[src/rtl/mobilenet_v1_param_loader.sv]
// mobilenet_v1_param_loader
//   Write-side front end for mobilenet_v1_param_cache. It takes a 32-bit
//   valid/ready parameter stream made of packets. Each packet is a header-0
//   beat {end, sel[6:0], count[23:0]}, then a header-1 beat {base address},
//   then count entries of BEATS beats each. Beats are packed into cache-width
//   entries, least significant beat first. Each entry produces one cache
//   write at an incrementing address.
//
// Ports
//   clk, rst         : clock, synchronous active-high reset
//   s_valid/s_ready  : stream handshake; s_data is the 32-bit beat
//   load_clear       : clears sticky load_done / err (a same-cycle set wins)
//   wr_en            : one-cycle cache write strobe
//   wr_sel/addr/data : cache write select / address / entry data; these
//                      hold their value until the next write
//   busy             : a packet is in progress (state other than HDR0)
//   load_done        : sticky; an end-flagged packet has completed
//   err              : sticky; a packet carried an illegal select code
//   entries_written  : wr_en pulse count since reset (wraps)
module mobilenet_v1_param_loader #(
    parameter int WR_DATA_W = 72,
    parameter int ADDR_W    = 20,
    parameter int SEL_W     = 5,
    parameter int NUM_SEL   = 22
) (
    input  logic                 clk,
    input  logic                 rst,
    input  logic                 s_valid,
    output logic                 s_ready,
    input  logic [31:0]          s_data,
    input  logic                 load_clear,
    output logic                 wr_en,
    output logic [SEL_W-1:0]     wr_sel,
    output logic [ADDR_W-1:0]    wr_addr,
    output logic [WR_DATA_W-1:0] wr_data,
    output logic                 busy,
    output logic                 load_done,
    output logic                 err,
    output logic [31:0]          entries_written
);

    localparam int BEATS  = (WR_DATA_W + 31) / 32;
    localparam int BIDX_W = (BEATS > 1) ? $clog2(BEATS) : 1;
    // The last beat of an entry goes straight from s_data into wr_data, so
    // only the earlier BEATS-1 beats need to be held.
    localparam int ASM_W  = (BEATS > 1) ? (BEATS - 1) * 32 : 32;

    typedef enum logic [1:0] {
        HDR0 = 2'd0,
        HDR1 = 2'd1,
        DATA = 2'd2
    } state_t;

    state_t              state;
    state_t              state_next;

    logic                ready_q;
    logic                end_flag;
    logic [6:0]          pkt_sel;
    logic                bad_sel;
    logic [23:0]         entry_cnt;
    logic [ADDR_W-1:0]   addr_cnt;
    logic [BIDX_W-1:0]   beat_idx;
    logic [ASM_W-1:0]    asm_q;

    logic                xfer;
    logic                last_beat;
    logic                last_entry;
    logic                write_fire;
    logic                done_set;
    logic                err_set;

    assign s_ready    = ready_q;
    assign busy       = (state != HDR0);
    assign xfer       = s_valid && ready_q;
    assign last_beat  = (beat_idx == BIDX_W'(BEATS - 1));
    assign last_entry = (entry_cnt == 24'd1);

    always_ff @(posedge clk) begin
        if (rst) begin
            state <= HDR0;
        end else begin
            state <= state_next;
        end
    end

    always_comb begin
        state_next = state;
        write_fire = 1'b0;
        done_set   = 1'b0;
        err_set    = 1'b0;
        case (state)
            HDR0: begin
                if (xfer) begin
                    state_next = HDR1;
                    err_set    = (s_data[30:24] >= 7'(NUM_SEL));
                end
            end
            HDR1: begin
                if (xfer) begin
                    if (entry_cnt == 24'd0) begin
                        state_next = HDR0;
                        done_set   = end_flag;
                    end else begin
                        state_next = DATA;
                    end
                end
            end
            DATA: begin
                if (xfer && last_beat) begin
                    // Illegal-select packets are consumed but never written.
                    write_fire = !bad_sel;
                    if (last_entry) begin
                        state_next = HDR0;
                        done_set   = end_flag;
                    end
                end
            end
            default: state_next = HDR0;
        endcase
    end

    always_ff @(posedge clk) begin
        if (rst) begin
            ready_q         <= 1'b0;
            end_flag        <= 1'b0;
            pkt_sel         <= '0;
            bad_sel         <= 1'b0;
            entry_cnt       <= '0;
            addr_cnt        <= '0;
            beat_idx        <= '0;
            wr_en           <= 1'b0;
            wr_sel          <= '0;
            wr_addr         <= '0;
            wr_data         <= '0;
            load_done       <= 1'b0;
            err             <= 1'b0;
            entries_written <= '0;
        end else begin
            ready_q         <= 1'b1;
            wr_en           <= write_fire;
            entries_written <= entries_written + {31'd0, wr_en};
            load_done       <= done_set | (load_done & ~load_clear);
            err             <= err_set  | (err & ~load_clear);

            if (write_fire) begin
                wr_data <= WR_DATA_W'({s_data, asm_q});
                wr_addr <= addr_cnt;
                wr_sel  <= pkt_sel[SEL_W-1:0];
            end

            if (xfer) begin
                case (state)
                    HDR0: begin
                        end_flag  <= s_data[31];
                        pkt_sel   <= s_data[30:24];
                        entry_cnt <= s_data[23:0];
                        bad_sel   <= (s_data[30:24] >= 7'(NUM_SEL));
                    end
                    HDR1: begin
                        addr_cnt <= s_data[ADDR_W-1:0];
                        beat_idx <= '0;
                    end
                    DATA: begin
                        if (last_beat) begin
                            beat_idx  <= '0;
                            addr_cnt  <= addr_cnt + ADDR_W'(1);
                            entry_cnt <= entry_cnt - 24'd1;
                        end else begin
                            beat_idx <= beat_idx + BIDX_W'(1);
                        end
                    end
                    default: ;
                endcase
            end
        end
    end

    // Assembly shift register: each new beat enters at the top. After
    // BEATS-1 beats, beat 0 sits in the least significant word. It is left
    // unreset because a reset also clears beat_idx, which discards any
    // partial entry.
    always_ff @(posedge clk) begin
        if (xfer && state == DATA && !last_beat) begin
            asm_q <= ASM_W'({s_data, asm_q} >> 32);
        end
    end

endmodule

[config.mk]
export PLATFORM = sky130hd
export DESIGN_NAME = mobilenet_v1_param_loader
export DESIGN_NICKNAME = d
export VERILOG_FILES = /design/src/rtl/mobilenet_v1_param_loader.sv
export SDC_FILE = /design/constraint.sdc
export NUM_CORES = 1
export LEC_CHECK = 0
export CAP_MARGIN = 25
export CORE_MARGIN = 5
export CORE_UTILIZATION = 64
export DETAILED_ROUTE_END_ITERATION = 16
export DONT_BUFFER_PORTS = 1
export GPL_TIMING_DRIVEN = 1
export PLACE_DENSITY = 0.86
export SLEW_MARGIN = 20
export SYNTH_ARGS = -nofsm -noshare
export SYNTH_HDL_FRONTEND = slang
export SYNTH_SLANG_ARGS = --single-unit
[constraint.sdc]
create_clock -name clk -period 6.6 [get_ports clk]
set_input_delay 1.32 -clock clk [delete_from_list [all_inputs] [get_ports clk]]
set_output_delay 1.32 -clock clk [all_outputs]
set_load 0.005 [all_outputs]
Word-level counts from Yosys, hierarchy flattened. Index checks and enable logic that the tools add are counted. W data, S select, Z words.

Latch bits: 0. Memories: 0. Output and inout bits: 134. Memory bits (read-only): 0. Memory bits (writable): 0. Flip-flop bits (word level): 252.

Magnitude comparators: 1. Shift-type cells: 0. Bitwise logic cells: 5. Reduce and logical (&&, ||, !) cells: 16. Equality and inequality tests: 9. Add/sub/neg operators: 4. Muxes and demuxes: 22. Multiply operators: 0. Divide/modulo/power cells: 0.

Operators by type and width (count): $pmux W24 S2 (1); $pmux W20 S2 (1); $add A32 B1 Y32 (1); $eq A24 B1 Y1 const B (1); $logic_not A24 Y1 (1); $mux W24 (1); $sub A24 B1 Y24 const B (1); $add A20 B1 Y20 const B (1); $mux W20 (1); $mux W2 (6); $ne A2 B2 Y1 const B (5); $mux W1 (9); $ge A7 B5 Y1 const B (1); $pmux W2 S3 (1); $reduce_and A3 Y1 (2); $reduce_bool A2 Y1 (3); $eq A2 B2 Y1 const B (2); $logic_and A1 B1 Y1 (4); $pmux W2 S2 (1); $reduce_and A2 Y1 (2); $reduce_and A4 Y1 (1); $add A2 B1 Y2 const B (1); $and A1 B1 Y1 (2); $eq A2 B1 Y1 const B (1); 5 further kinds (7).

Depth between registers and ports, before layout. Gate-level depths: netlist (run 1).

Depth after elaboration: 5. Gate-level depth with buffers: 10. Gate-level depth less buffers: 7.

Worst setup path after synthesis (run 1). No wires, ideal clock.

Path kind: input -> register. From: in s_valid. To: reg asm_q[0], enable pin. Data arrival time: 4132 ps. Stages on the path: 2. Path slack: 1981 ps. Library setup time: 486 ps. Cell sequence: nand2_1 > nor2_1.

Longest elaborated chain between the ends: 3.

Ends and longest elaborated chain: start: declaration (RTL line 28) `input logic s_valid,`; $logic_and A1 B1 Y1 (RTL line 75) `assign xfer = s_valid && ready_q;`; $logic_and A1 B1 Y1 (2 in a row) (RTL line 184) `if (xfer && state == DATA && !last_beat) begin`; end signal: assignment (RTL line 185) `asm_q <= ASM_W'({s_data, asm_q} >> 32);`; end: declaration (RTL line 64) `logic [ASM_W-1:0] asm_q;`.

No other way between the ends. A chain may end at the register's enable or synchronous reset.

Final worst setup path (run 1).
From: reg state[0]. To: reg wr_data[23].

Longest elaborated chain between the ends: 2.

Ends and longest elaborated chain: start: declaration (RTL line 54) `state_t state;`; start signal: assignment (RTL line 83) `state <= state_next;`; $eq A2 B2 Y1 (RTL line 92) `case (state)`; $mux W1 (RTL line 92); end signal: assignment (RTL line 147) `wr_data <= WR_DATA_W'({s_data, asm_q});`; end: declaration (RTL line 35) `output logic [WR_DATA_W-1:0] wr_data,`.

No other way between the ends.

==> flow_summary.yaml, run 1 <==
floorplan:
  core-area_um2: 15300
  die_y_um: 135
  io_pins: 170
  start_util_pct: 65.6
  core.rowCount: 45
  die_x_um: 135
  dieArea_um2: 18300
grt:
  grt-ovfl-total: 0
  grt_pass1_wl_mm: 38.9
  grt_usage_pct: 26.0
  grt_pass1_vias: 7420
  grt_antenna_before_repair: 0
  grt_max_degree: 183
sta:
  fmax_mhz: 286
  relSlewSlack_pct: 43.2
  period_minus_slack_ps: 3490
  skew_ps: 12.5
  finalMaxSlewViolations: 0
  rsz0062_at_grt: "no"
  setup_tns_ps: 0
  tightest_slew_ps: 845
  finalSetupViolations: 0
  post-route-period-util_pct: 52.9
  hold_viol: 0
flow_run:
  cap_viol_max_count: 0
worst_setup_path:
  worst_setup_path_start_kind: "register"
  r2r_setup_slack_ps: 3110
  end_kind: "register"
  r2r_cells: 9
  cp.arrival_ps: 3910
  reg2reg_from: "state[0]"
  required_ps: 7020
  critPathMaxFanout: 77
  r2r-end: "wr_data[23]"
  path_class: "reg -> reg"
cells_and_area:
  drive_gt1_share_pct: 5.39
  syn_to_final_growth_pct: 9.04
  fin_cells: 1305
  nets: 1120
  design_area_um2: 11000
  n_antenna_cell: 0
  fillCellCount: 1137
pwr:
  power.density_nw_per_um2: 287
  ir_drop_mv: 0.189
  leakage_nw: 3.50
  p_total_mw: 3.14
yosys:
  syn-mean-instance-area_um2: 9.03
  synth_top_area_share_pct: 37.5
  synth_ff_type: "dfxtp_1"
  ys_seq_area_share_pct: 56.6
  synthArstFlopShare_pct: 0
  synth.distinct_cells: 61
  netlist_instances: 1113
  syn-num-nets: 1158
  synth_top_area_cell: "dfxtp_1"
  synth-seq-cells: 252
  synth_area_um2: 10000
  ys.warnings.count: 0
  netlist_top_cells_area: "dfxtp_1 37%, edfxtp_1 19%, nand2_1 9.8%"
  synth_edf_count: 64
hold_path:
  min_from: "asm_q[32]"
  hold_end: "asm_q[0]"
  holdCritPathClass: "reg -> reg"
  hold-path-cell-count: 0
cts:
  insertion_delay_ps: 520
  htreeDepth: 1
  cts_resized: 0
  cts.clk_slew.worst_paths_ps: 60
  cts_hold_buf: 0
  cts_tree: "done"
  numCtsBuffers: 25
  clock-sinks: 252
  cts-root-buf: "clkbuf_16"
  clk_path_buf_depth: 3
  post_cts_buffers: 0
place:
  dpl.hpwl_mm: 16.2
  placedCellCount: 1256
  io_buffers: 0
  placed_area_um2: 10100
  gp_congestion: 0.910
detailed_routing:
  wl_per_cell_um: 19.0
  wirelength_mm: 24.8
  firstDrtPassIters: 6
  drc: 0
  viasPerCell: 6.18
  route.vias.total: 8069
  drtIter0Drc: 904
  postRouteAntennaNets: 0
status:
  status: "complete, no violations"
cell usage after synthesis, types with 4 or more instances:
cell type	number
nand2_1	263
nand2b_1	4
dfxtp_1	188
nor2b_1	13
inv_1	17
and4_1	10
nand4_1	8
nor3_1	24
and2_1	5
a31oi_1	9
clkbuf_1	66
a22oi_1	6
o21a_1	5
nand3_1	29
o22ai_1	9
and3_1	7
o31ai_1	5
o21ai_0	32
edfxtp_1	64
ha_1	9
xnor2_1	22
nor2_1	64
xor2_1	6
a211oi_1	9
nor4_1	20
o211ai_1	5
or3_1	4
a21oi_1	151
o32ai_1	6
buf_1	5
stage by stage:
step           setup WS [ps]  utilization (%)  hold WS [ps]
6_report                3110             71.5           447
5_1_grt                 2920             71.5           453
4_1_cts                 2810             71.2           444
3_5_place_dp            2930             66.0           432
3_3_place_gp            3050             66.0           429
2_1_floorplan           1980                -           426
sequential cells by signal, indices dropped and copies added (netlist names), 2 cells and up:
name	count
entry_cnt	24
wr_data	72
addr_cnt	20
entries_written	32
wr_sel	5
asm_q	64
beat_idx	2
state	2
pkt_sel	5
wr_addr	20
final cells by class:
type / count / area [um2] / area share [%]
flip-flops and latches: 252 / 5690 / 51.9
multi-input cells: 771 / 4040 / 36.9
clock buffers: 35 / 713 / 6.51
well taps: 211 / 264 / 2.41
clock inverters: 11 / 92.6 / 0.845
repair buffers: 7 / 88.8 / 0.811
inverters: 18 / 67.6 / 0.617
cell usage in the layout (no fill, tap or decap), types with 6 or more instances in the layout:
cell         n
and3_1       7
a31oi_1      9
nor3_1      24
o21ai_0     32
edfxtp_1    64
inv_1       17
clkbuf_16   25
nand4_1      8
o22ai_1      9
dfxtp_1    188
xnor2_1     22
a211oi_1     9
nand3_1     29
ha_1         8
nor2_1      63
nand2_1    263
a22oi_1      6
nor2b_1     13
and4_1      10
o32ai_1      6
a21oi_1    151
xor2_1       6
nor4_1      20
critical path: stages (launching register included):
cell	delay, ps
dfxtp_1	320
inv_1	80
ha_2	170
buf_4	600
inv_2	490
or3_1	500
nor3_4	530
buf_12	370
nand2_1	110
a21oi_1	200
how the worst max path moves through the flow:
stage | slack, ps | start | depth (start not counted) | endpoint
floorplan | 1980 | s_valid | 2 | asm_q[0]
global placement | 3050 | state[0] | 9 | wr_data[10]
detailed placement | 2930 | state[0] | 9 | wr_data[23]
CTS | 2810 | state[0] | 9 | wr_data[23]
global route | 2920 | state[0] | 9 | wr_data[23]
finish | 3110 | state[0] | 9 | wr_data[23]
kinds of logic after synthesis:
kind of cell | synth area share, %
AND/OR/NAND/NOR | 20.9
AO/OA/AOI/OAI | 15.3
flip-flops | 56.6
buffers and inverters | 3.37
XOR/XNOR | 2.44
adder cells (fa/ha/maj) | 1.12
multiplexers | 0.311
per-layer routing:
layer / vias to the layer above / GRT usage (%) / routed length (um)
met5: - / 0 / 0
met4: 0 / 9.52 / 944
met3: 72 / 7.17 / 2570
met2: 365 / 41.0 / 11300
met1: 3816 / 34.7 / 9970
li1: 3816 / - / -
report_power, final:
part / switching [mW] / internal [mW] / total [mW]
registers: 0.0208 / 1.60 / 1.62
logic: 0.0927 / 0.0515 / 0.144
clock network: 0.581 / 0.797 / 1.38
No activity file was read; power rests on OpenSTA's default activity.
==> run 2: changes to the inputs <==
Settings changed: ABC_AREA set to 1, CORE_UTILIZATION 64 to 63, PLACE_DENSITY 0.86 to 0.85.
Clock period 6.6 ns to 3.6 ns, I/O delays scaled along.
==> run 2 against run 1 <==
Net effect: clock skew rose by 15 ps; largest power group unchanged; largest cell class unchanged; combinational power grew to 6.0 times the previous value; cell area rose by 3.4%; flip-flop and latch count unchanged.
==> flow_summary.yaml, run 2 <==
detailed_routing:
  wirelength_mm: 25.1
  wl_per_cell_um: 16.4
  firstDrtPassIters: 5
  postRouteAntennaNets: 0
  viasPerCell: 5.70
  drtIter0Drc: 740
  route.vias.total: 8725
  drc: 0
floorplan:
  start_util_pct: 63.5
  core.rowCount: 47
  die_x_um: 139
  io_pins: 170
  dieArea_um2: 19300
  die_y_um: 139
  core-area_um2: 16500
cts:
  clock-sinks: 252
  htreeDepth: 1
  clk_path_buf_depth: 3
  numCtsBuffers: 24
  cts_tree: "done"
  insertion_delay_ps: 530
  post_cts_buffers: 0
  cts-root-buf: "clkbuf_16"
  cts_resized: 0
  cts_hold_buf: 0
  cts.clk_slew.worst_paths_ps: 60
sta:
  setup_tns_ps: 0
  post-route-period-util_pct: 73.9
  rsz0062_at_grt: "no"
  finalMaxSlewViolations: 0
  hold_viol: 0
  period_minus_slack_ps: 2660
  tightest_slew_ps: 788
  fmax_mhz: 376
  skew_ps: 27.2
  relSlewSlack_pct: 47.5
  holdWs_ps: 261
  finalSetupViolations: 0
worst_setup_path:
  r2r-end: "addr_cnt[3]"
  end_kind: "register"
  path_class: "reg -> reg"
  critPathMaxFanout: 46
  r2r_setup_slack_ps: 940
  r2r_cells: 9
  cp.arrival_ps: 3070
  worst_setup_path_start_kind: "register"
  required_ps: 4010
  reg2reg_from: "state[0]"
  startpoint: "state[0]"
flow_run:
  cap_viol_max_count: 0
cells_and_area:
  fin_cells: 1532
  n_antenna_cell: 0
  layout_common_cells: "323 x nor2_1, 204 x nand2_1, 188 x dfxtp_1, 170 x o21ai_0, 85 x a21oi_1"
  regMostFlops: "wr_data"
  design_area_um2: 11300
  largest_reg_flops: 72
  syn_to_final_growth_pct: 8.29
  drive_gt1_share_pct: 4.50
  top_regs: "wr_data (72), asm_q (64), entries_written (32)"
  mostFrequentLayoutCell: "nor2_1"
  nets: 1340
yosys:
  synth_top_area_cell: "dfxtp_1"
  ys_top_cells_by_count: "324 x nor2_1, 204 x nand2_1, 188 x dfxtp_1"
  ys.warnings.count: 0
  netlist_instances: 1319
  synth_edf_count: 64
  netlist_top_cells_area: "dfxtp_1 36%, edfxtp_1 18%, nor2_1 12%"
  ys_seq_area_share_pct: 54.3
  yosysMostFrequentCell: "nor2_1"
  syn-num-nets: 1364
  synth_top_area_share_pct: 36.0
  syn-mean-instance-area_um2: 7.93
  synth_area_um2: 10500
  synth_ff_type: "dfxtp_1"
  synthArstFlopShare_pct: 0
  synth.distinct_cells: 36
  synth-seq-cells: 252
place:
  gp_congestion: 0.934
  placed_area_um2: 10600
  io_buffers: 0
  dpl.hpwl_mm: 17.0
  placedCellCount: 1489
grt:
  grt_antenna_before_repair: 0
  grt_pass1_wl_mm: 40.2
  grt-ovfl-total: 0
  grt_max_degree: 120
  grt_pass1_vias: 7839
  grt_usage_pct: 24.7
pwr:
  power.density_nw_per_um2: 564
  p_total_mw: 6.39
  ir_drop_mv: 0.418
  leakage_nw: 4.15
hold_path:
  min_from: "rst"
  hold-path-cell-count: 1
  holdCritPathClass: "in -> reg"
  hold_end: "entries_written[0]"
status:
  status: "complete, no violations"
-- run 2: changes by cell type after synthesis, sizes merged, moves of 13 or more --
cell | before | now
nor4 | 21 | 0
a21oi | 151 | 85
clkbuf | 66 | 35
nand2 | 263 | 207
buf | 6 | 22
nor2 | 64 | 328
inv | 18 | 84
o21ai | 34 | 170
nand3 | 29 | 47
xnor2 | 22 | 2
nor2b | 13 | 0
-- run 2: worst max path at each step --
stage,endpoint,cells past startpoint,slack [ps]
6_report,addr_cnt[3],9,940
5_1_grt,addr_cnt[4],9,650
4_1_cts,addr_cnt[3],9,980
3_5_place_dp,addr_cnt[4],9,970
3_3_place_gp,addr_cnt[4],9,1030
2_1_floorplan,asm_q[0],2,670
-- run 2: kinds of logic after synthesis --
logic type	synth area share [%]
buf+inv	5.43
simple gates	24.8
compound gates	13.5
flops	54.3
fa+ha+maj	1.08
xor+xnor	0.837
-- run 2: area by class of cell --
type                       instances  area, um2
tap                              220        275
multi-input combinational        926       4220
timing repair buffer               7       90.1
inverter                          84        318
fill                            1309       5140
clock inverter                     5       61.3
clock buffer                      38        683
sequential                       252       5690
-- run 2: through the flow --
step,util (%),setup slack (ps)
2_1_floorplan,-,672
3_3_place_gp,64.3,1030
3_5_place_dp,64.3,973
4_1_cts,68.8,977
5_1_grt,68.8,648
6_report,68.8,941
-- run 2: power by group --
group,leakage (nW),total (mW),switching [mW],internal (mW)
combinational,1.69,0.869,0.609,0.259
sequential,2.10,3.13,0.105,3.03
clock,0.363,2.39,1.02,1.37
-- run 2: worst max-delay path, cell delays in order (launching register included) --
cell     delay [ps]
dfxtp_1         350
inv_1            70
ha_1            200
buf_4           290
nand2_1         220
nand2_1         300
inv_1           610
o21ai_0         230
o21ai_0         210
a21oi_1          60
-- run 2: metal layers --
layer | share of wire [%] | up-vias | wire (um) | GRT usage, %
met2 | 48 | 368 | 12000 | 41.1
met4 | 2.5 | 0 | 623 | 7.11
met5 | 0 | - | 0 | 0
li1 | - | 4282 | - | -
met1 | 40 | 4019 | 10100 | 32.0
met3 | 9.4 | 56 | 2350 | 6.24
